--- src/rtl/ga23_pkg.sv ---
// ga23_pkg: shared types and widths for the GA23 tile-ROM SDRAM arbiter.
package ga23_pkg;
    typedef enum logic [1:0] {ARB_IDLE, ARB_ISSUE, ARB_WAIT} arb_state_t;
    localparam int GA23_SDR_ADDR_W = 22;
    localparam int GA23_SDR_DATA_W = 32;
endpackage

--- src/rtl/ga23_rr_pick.sv ---
// ga23_rr_pick: combinational round-robin picker, first pending bit after i_last_grant (wrapping).
module ga23_rr_pick #(
    parameter int N  = 3,
    parameter int LW = 2
) (
    input  logic [N-1:0]  i_pending,
    input  logic [LW-1:0] i_last_grant,
    output logic [LW-1:0] o_grant,
    output logic          o_valid
);
    always_comb begin
        int best;
        best    = N;
        o_grant = '0;
        o_valid = |i_pending;
        // distance 0 is the layer right after the last grant
        for (int j = 0; j < N; j++) begin
            if (i_pending[j] && ((j + N - 1 - int'(i_last_grant)) % N) < best) begin
                best    = (j + N - 1 - int'(i_last_grant)) % N;
                o_grant = LW'(j);
            end
        end
    end
endmodule

--- src/rtl/ga23_sdr_arbiter.sv ---
// ga23_sdr_arbiter: shares the SDRAM tile-ROM read port between GA23 tile layers,
// one pending request per layer, round-robin grant, one transaction outstanding.
module ga23_sdr_arbiter
    import ga23_pkg::*;
#(
    parameter int NUM_LAYERS = 3,
    parameter int ADDR_W     = GA23_SDR_ADDR_W,
    parameter int DATA_W     = GA23_SDR_DATA_W
) (
    input  logic                         clk,
    input  logic                         reset_n,
    input  logic [NUM_LAYERS-1:0]        req,
    input  logic [NUM_LAYERS*ADDR_W-1:0] req_addr,
    output logic [NUM_LAYERS-1:0]        rdy,
    output logic [NUM_LAYERS*DATA_W-1:0] rdy_data,
    output logic                         mem_req,
    output logic [ADDR_W-1:0]            mem_addr,
    input  logic                         mem_rdy,
    input  logic [DATA_W-1:0]            mem_data,
    output logic                         busy
);
    localparam int LW = NUM_LAYERS > 1 ? $clog2(NUM_LAYERS) : 1;

    arb_state_t                   r_state, w_next;
    logic [NUM_LAYERS-1:0]        r_pending, r_stale, r_rdy, w_clr;
    logic [ADDR_W-1:0]            r_addr_q [NUM_LAYERS];
    logic [ADDR_W-1:0]            r_mem_addr;
    logic [NUM_LAYERS*DATA_W-1:0] r_rdy_data;
    logic [LW-1:0]                r_grant, w_pick;
    logic                         w_valid, w_take, w_done, w_drop;

    ga23_rr_pick #(.N(NUM_LAYERS), .LW(LW)) u_pick (
        .i_pending    (r_pending),
        .i_last_grant (r_grant),
        .o_grant      (w_pick),
        .o_valid      (w_valid)
    );

    assign w_take   = r_state == ARB_IDLE && w_valid;
    assign w_done   = r_state == ARB_WAIT && mem_rdy;
    // a re-request landing on the completion edge also supersedes this data
    assign w_drop   = r_stale[r_grant] | req[r_grant];
    assign w_clr    = w_take ? NUM_LAYERS'(1) << w_pick : '0;
    assign rdy      = r_rdy;
    assign rdy_data = r_rdy_data;
    assign mem_addr = r_mem_addr;

    always_ff @(posedge clk or negedge reset_n) begin
        if (!reset_n) r_state <= ARB_IDLE;
        else          r_state <= w_next;
    end

    always_comb begin
        w_next  = r_state;
        mem_req = r_state == ARB_ISSUE;
        busy    = r_state != ARB_IDLE;
        w_next  = r_state == ARB_IDLE  ? (w_valid ? ARB_ISSUE : ARB_IDLE) :
                  r_state == ARB_ISSUE ? ARB_WAIT :
                  mem_rdy              ? ARB_IDLE : ARB_WAIT;
    end

    always_ff @(posedge clk or negedge reset_n) begin
        if (!reset_n) begin
            r_pending  <= '0;
            r_stale    <= '0;
            r_rdy      <= '0;
            r_rdy_data <= '0;
            r_mem_addr <= '0;
            r_grant    <= LW'(NUM_LAYERS - 1);
            for (int i = 0; i < NUM_LAYERS; i++) r_addr_q[i] <= '0;
        end else begin
            r_rdy     <= '0;
            r_pending <= (r_pending & ~w_clr) | req;
            for (int i = 0; i < NUM_LAYERS; i++)
                if (req[i]) r_addr_q[i] <= req_addr[i*ADDR_W +: ADDR_W];
            if (w_take) begin
                r_grant    <= w_pick;
                r_mem_addr <= r_addr_q[w_pick];
                if (req[w_pick]) r_stale[w_pick] <= 1'b1;
            end
            if (w_done) begin
                r_stale[r_grant] <= 1'b0;
                if (!w_drop) begin
                    r_rdy[r_grant]                       <= 1'b1;
                    r_rdy_data[r_grant*DATA_W +: DATA_W] <= mem_data;
                end
            end else if (r_state != ARB_IDLE && req[r_grant]) begin
                r_stale[r_grant] <= 1'b1;
            end
        end
    end
endmodule

--- config.mk ---
export PLATFORM = sky130hd
export DESIGN_NAME = ga23_sdr_arbiter
export DESIGN_NICKNAME = d
export VERILOG_FILES = /design/src/rtl/ga23_pkg.sv /design/src/rtl/ga23_rr_pick.sv /design/src/rtl/ga23_sdr_arbiter.sv
export SDC_FILE = /design/constraint.sdc
export NUM_CORES = 1
export LEC_CHECK = 0
export BUFFER_PORTS_ARGS = -buffer_cell sky130_fd_sc_hd__buf_2
export CORE_MARGIN = 10
export CORE_UTILIZATION = 30
export CTS_CLUSTER_SIZE = 8
export DETAILED_ROUTE_END_ITERATION = 10
export PLACE_DENSITY = 0.6
export SYNTH_ARGS = -nofsm -noshare
export SYNTH_HDL_FRONTEND = slang
export SYNTH_SLANG_ARGS = --single-unit
--- constraint.sdc ---
create_clock -name clk -period 10.5 [get_ports clk]
set_input_delay 2.1 -clock clk [delete_from_list [all_inputs] [get_ports clk]]
set_output_delay 2.1 -clock clk [all_outputs]
set_load 0.02 [all_outputs]
==> impl_results.md, run 1 <==
* Status: finished clean
* Largest net degree at the start of global routing at 76
* CP max stage delay at 0.64 ns
* H-tree depth at 4
* Root buf cell: clkbuf_16
* HPWL Detailed at 21.0 mm
* R2R setup slack at around 1.2 ns
* Post-Syn Nets at around 1.1k
* Vias at between 8k and 9k
* Adder-Cell Fraction of Synth Area at 0.0233
* Resized Gates After CTS at 0
* Global-route wire length before repair at around 46 mm
* Setup tns final at 0 ns
* Mean post-synth cell area at just under 10 um^2
* Count of input and output buffers at around 230
* Slew @ Worst Pin at between 1 and 1.5 ns
* VDD IR max at 0.145 mV
* Starting Density at 0.305
* P&R area growth vs syn at 20.2%
* Initial antenna violation count at 0
* Post-synthesis mux area share at 0.0822
* Hold worst-path end: rdy_data[61]
* Synth warn at 0
* Total Routed Length at about 30 mm
* Hold depth at 2
* Maximum clock rate at 0.108 GHz
* Drt drc at 0
* Predominant post-synthesis flop cell: dfrtp_1
* Final setup viols at 0
* Worst Setup End Kind: flip-flop
* # clock sinks at around 200
* Period minus WS final at 9.27 ns
* Clk buf depth at 2
* Clock Latency Late Sink at 0.45 ns
* CTS Buf Count at 17
* Die area at between 30000 and 40000 um^2
* Post-layout instance count excluding filler cells at around 1.6k
* Row count at between 60 and 70
* DR WL/cell at approximately 18 um
* Final Hold Viols at 0
* Required time worst endpoint at around 11 ns
* Gr ovfl total at 0
* Vias in the first global route at between 8k and 9k
* RR Endpoint: mem_addr[4]
* Post-Synth XOR/XNOR Area at 0.000906
* Worst Setup Path Type: flip-flop to flip-flop
* Hold Crit Class: flip-flop to flip-flop
* Vias per Instance at 5.07
* Post-synthesis cell count at around 1.0k
* GRT Overall Usage at 0.147
* Main combinational cell family by area after synthesis: simple AND/OR/NAND/NOR gates
* Seq/Total Area, Yosys at 0.510
* Setup repair bufs after CTS at 0
* Library cells used by synthesis at 73
* Max-slew violations at 0
* Cts hold-fix bufs at 0
* Worst-path clk slew at roughly 0.070 ns
* Antenna diodes at 0
* Core area at roughly 32000 um^2
* Simple-Gate Fraction of Synth Area at 0.172
* DRT Pass-1 Iters at 5
* Post-synth EDFFs at 0
* Max-Cap Viols at 0
* Leak at about 5.7 nW
* DRT iter0 DRCs at 537
* Chip Width at 200 um
* Clk_skew at approximately 0.011 ns
* Seq cells post-synth at 197
* Inst Count DP at 1569
* Critical path launch point type: flip-flop
* Post-synthesis compound-gate area fraction at 0.168
* Routability cong. at around 0.92
* HP Start: rdy_data[61]
* Post-Syn Area at roughly 9700 um^2
* RSZ-0062 raised after global routing: no
* Max FO, Critical Path at 13
* Antenna viol nets, final at 0
* Layout cells sized above 1 at 0.287
* Layout Nets at about 1.3k
* Critical path data arrival time at ~9.6 ns
* Pwr dens at around 290 nW/um^2
* I/O pins at roughly 230
* Reg2reg start: r_grant[0]
* DIE HEIGHT at between 150 and 200 um
* Rel. slew slack at 0.205
* CTS tree: built
* R2R cell count at 34
* Async set-reset flop share out of synthesis at 1.00
* Final period util at 0.883
* Max stage delay cell, worst path: dfrtp_1
==> cells in the mapped netlist, drive strengths merged, types with 4 or more instances <==
library cell	instances	area (um^2)
a211oi	8	65.1
a21o	13	98.9
a21oi	29	156
a221o	13	131
a31oi	6	37.5
a32o	10	100
and2	14	87.6
buf	22	128
clkbuf	49	184
dfrtp	196	4900
ha	18	225
inv	26	97.6
mux2	56	634
mux2i	16	160
nand2	250	941
nand2b	6	37.5
nand3	45	225
nor2	24	90.1
nor2b	4	25.0
nor3	10	50.1
nor3b	4	30.0
o211a	4	40.0
o21a	4	30.0
o21ai	100	516
o221ai	14	123
o22ai	6	37.5
o31ai	6	45.0
==> power by group <==
part	leakage, nW	switching [W]	internal [W]	total [W]
combinational	2.88	0.00106	0.000600	0.00166
sequential	2.52	0.000118	0.000952	0.00107
clock	0.260	0.000302	0.000313	0.000616
==> critical path, delay by kind of cell, from the launching register on <==
| kind | cells | cell delay, ns |
|---|---|---|
| adders and majority gates | 3 | 1.01 |
| DFF | 1 | 0.64 |
| and+or+nand+nor | 7 | 1.55 |
| muxes | 2 | 0.74 |
| buffers and inverters | 3 | 0.80 |
| AOI/OAI and AO/OA | 19 | 4.43 |
==> flip-flops by register name (all words and copies together) (netlist names) <==
| register | flops |
|---|---|
| rdy_data | 96 |
| r_addr_q | 66 |
| mem_addr | 22 |
| r_pending | 3 |
| r_stale | 3 |
| rdy | 3 |
| r_grant | 2 |
| r_state | 2 |
==> stage by stage <==
step	utilization	hold WS, ns	setup slack (ns)	cell area, um^2	power (W)
3_5_place_dp	0.350	0.450	1.38	11100	0.00276
3_3_place_gp	0.350	0.446	1.61	11100	0.00273
4_1_cts	0.367	0.467	1.33	11600	0.00339
2_1_floorplan	-	0.475	1.86	9670	0.00225
5_1_grt	0.367	0.480	0.477	11600	0.00359
6_report	0.367	0.464	1.23	11600	0.00335
==> worst max-delay path by stage <==
| stage | startpoint | end | cells after the start |
|---|---|---|---|
| 2_1_floorplan | r_grant[0] | mem_addr[4] | 41 |
| 3_3_place_gp | r_grant[0] | mem_addr[15] | 34 |
| 3_5_place_dp | r_grant[0] | mem_addr[4] | 34 |
| 4_1_cts | r_grant[0] | mem_addr[4] | 34 |
| 5_1_grt | r_grant[0] | mem_addr[18] | 33 |
| 6_report | r_grant[0] | mem_addr[4] | 34 |
==> placed cells by master, fill, tap and decap left out, types with 4 or more instances in the layout <==
cell type	netlist	routed
a211oi_1	7	7
a21o_1	12	12
a21oi_1	26	26
a221o_1	12	12
a31oi_1	6	6
a32o_1	10	10
and2_1	14	14
buf_2	12	225
buf_4	2	9
clkbuf_16	0	17
dfrtp_1	196	196
ha_1	18	18
inv_1	26	26
inv_6	0	4
mux2_2	54	54
mux2i_1	16	16
nand2_1	249	247
nand2b_1	6	6
nand3_1	45	45
nor2_1	24	24
nor2b_1	4	4
nor3_1	10	9
nor3b_1	4	4
o211a_1	4	4
o21a_1	4	4
o21ai_0	98	98
o221ai_1	14	14
o22ai_1	6	6
o31ai_1	6	6
==> per-layer routing <==
layer | wire (um) | vias to the layer above | track usage | share of wire
met2 | 14000 | 260 | 0.233 | 0.47
li1 | - | 3875 | - | -
met3 | 1910 | 34 | 0.0392 | 0.065
met1 | 13100 | 3946 | 0.191 | 0.44
met4 | 575 | 0 | 0.0482 | 0.019
met5 | 0 | - | 0 | 0
==> final cells by class <==
cell class	instances	area, um^2
fill	3242	20100
tap	402	503
multi-input combinational	707	4340
sequential	197	4930
timing repair buffer	235	1210
clock buffer	20	447
clock inverter	12	92.6
inverter	28	105
==> cells by family (layout without fill, tap and decap cells) <==
kind of cell | Yosys count | in the layout
xor gates and xnor gates | 1 | 1
adders and majority gates | 18 | 18
AOI/OAI and AO/OA | 240 | 240
muxes | 72 | 72
and+or+nand+nor | 376 | 376
buffers and inverters | 99 | 295
DFF | 197 | 197
Power figures use the tool's default switching activity.
==> run 2: changes to the inputs <==
Clock period 10.5 ns to 11.6 ns, I/O delays scaled along.
==> impl_results.md, run 2 (synthesis gave the netlist of run 1 again) <==
* I/O pins at around 230
* Commonest non-fill, non-tap cells in the layout: nand2_1 (247), buf_2 (225), dfrtp_1 (196)
* Worst-path clk slew at around 0.09 ns
* Starting Density at 0.305
* CP max stage delay at roughly 0.66 ns
* Layout cells sized above 1 at 0.287
* Maximum clock rate at about 0.1 GHz
* Vias per Instance at roughly 5.1
* Critical path data arrival time at 10.45 ns
* HPWL Detailed at between 20 and 25 mm
* Final setup viols at 0
* Clk_skew at around 0.02 ns
* Largest net degree at the start of global routing at between 100 and 150
* Clk buf depth at 2
* Pwr dens at approximately 260 nW/um^2
* Metal3 WL at ~2.0 mm
* VDD IR max at between 0.1 and 0.15 mV
* Max FO, Critical Path at 23
* # clock sinks at ~200
* Total Routed Length at 29.8 mm
* Initial antenna violation count at 2
* H-tree depth at 4
* Max Used Layer: met4
* DRT iter0 DRCs at just over 500
* Status: finished clean
* Worst Setup Path Type: flip-flop to flip-flop
* Leak at 5.69 nW
* Worst Hold Slack at around 0.46 ns
* Rel. slew slack at 0.218
* CTS tree: built
* P&R area growth vs syn at 20.7%
* Antenna viol nets, final at 0
* WL met1 at between 10 and 15 mm
* Critical path launch point type: flip-flop
* Required time worst endpoint at 11.93 ns
* Final Hold Viols at 0
* Commonest non-fill, non-tap cell in the layout: nand2_1
* Core area at 31700 um^2
* Count of input and output buffers at approximately 230
* Clock Latency Late Sink at ~0.46 ns
* Global-route wire length before repair at between 40 and 50 mm
* R2R setup slack at approximately 1.5 ns
* Row count at 65
* DIE HEIGHT at between 150 and 200 um
* Max FFs per register at 96
* Cts hold-fix bufs at 0
* Vias at 8153
* Chip Width at 200 um
* Max-slew violations at 0
* Resized Gates After CTS at 0
* Fin util at 0.368
* Final period util at 0.872
* RSZ-0062 raised after global routing: no
* Post-layout instance count excluding filler cells at ~1.6k
* Vias in the first global route at 8112
* Inst Count DP at approximately 1.6k
* Setup tns final at 0 ns
* Gr ovfl total at 0
* Setup repair bufs after CTS at 0
* Worst Setup End Kind: flip-flop
* Routability cong. at ~0.86
* Layout Nets at about 1.3k
* Period minus WS final at 10.12 ns
* GRT Overall Usage at 0.148
* Drt drc at 0
* DR WL/cell at 18.6 um
* Slew @ Worst Pin at around 1.2 ns
* DRT Pass-1 Iters at 5
* Hold Crit Class: flip-flop to flip-flop
* CTS Buf Count at 17
* Max-Cap Viols at 0
* Max stage delay cell, worst path: dfrtp_1
* Die area at around 40000 um^2
* Met2 wire length at around 14 mm
* Root buf cell: clkbuf_16
[run 2: cell types whose count changed in the layout (fill, tap and decap cells not counted), moves of 2 or more]
cell / change
buf_4: -3
clkinvlp_4: -3
inv_8: +3
clkbuf_1: -2
clkinv_2: -2
diode_2: +2
[run 2: per-layer routing]
layer | GRT usage | up-vias
li1 | - | 3872
met1 | 0.191 | 3969
met2 | 0.233 | 277
met3 | 0.0415 | 35
met4 | 0.0519 | 0
met5 | 0 | -
[run 2: final cells by class]
cell class	count	area (um^2)
Timing Repair Buffer	232	1180
Tap cell	402	503
Clock buffer	18	439
Inverter	28	105
Fill cell	3237	20000
Sequential cell	197	4930
Clock inverter	14	158
Antenna cell	2	5.00
Multi-Input combinational cell	707	4340
[run 2: final timing paths]
check,start,to,cells after the start
setup / recovery,r_grant[0],mem_addr[3],34
hold / removal,rdy_data[40],rdy_data[40],2
setup reg to reg,r_grant[0],mem_addr[3],34
hold reg to reg,rdy_data[40],rdy_data[40],2
max in group asynchronous,reset_n,rdy_data[63],2
min in group asynchronous,reset_n,r_addr_q[13],1
[run 2: worst max-delay path, delay by kind of cell, from the launching register on]
kind,cells,cell delay [ns]
adders and majority gates,3,1.40
DFF,1,0.66
buffers and inverters,3,1.11
AOI/OAI and AO/OA,18,4.13
and+or+nand+nor,8,1.93
muxes,2,0.74
[run 2: stage by stage]
stage	power (W)	worst slack (ns)	cell area, um^2
final	0.00309	1.48	11700
after global routing	0.00331	0.475	11700
after CTS	0.00311	1.65	11700
after detailed placement	0.00249	1.70	11100
after global placement	0.00246	1.84	11100
after floorplan	0.00204	2.96	9670
[run 2: where the power goes]
part           switching (W)  internal, W
Combinational       0.000961     0.000542
Sequential          0.000108     0.000862
Clock               0.000301     0.000314
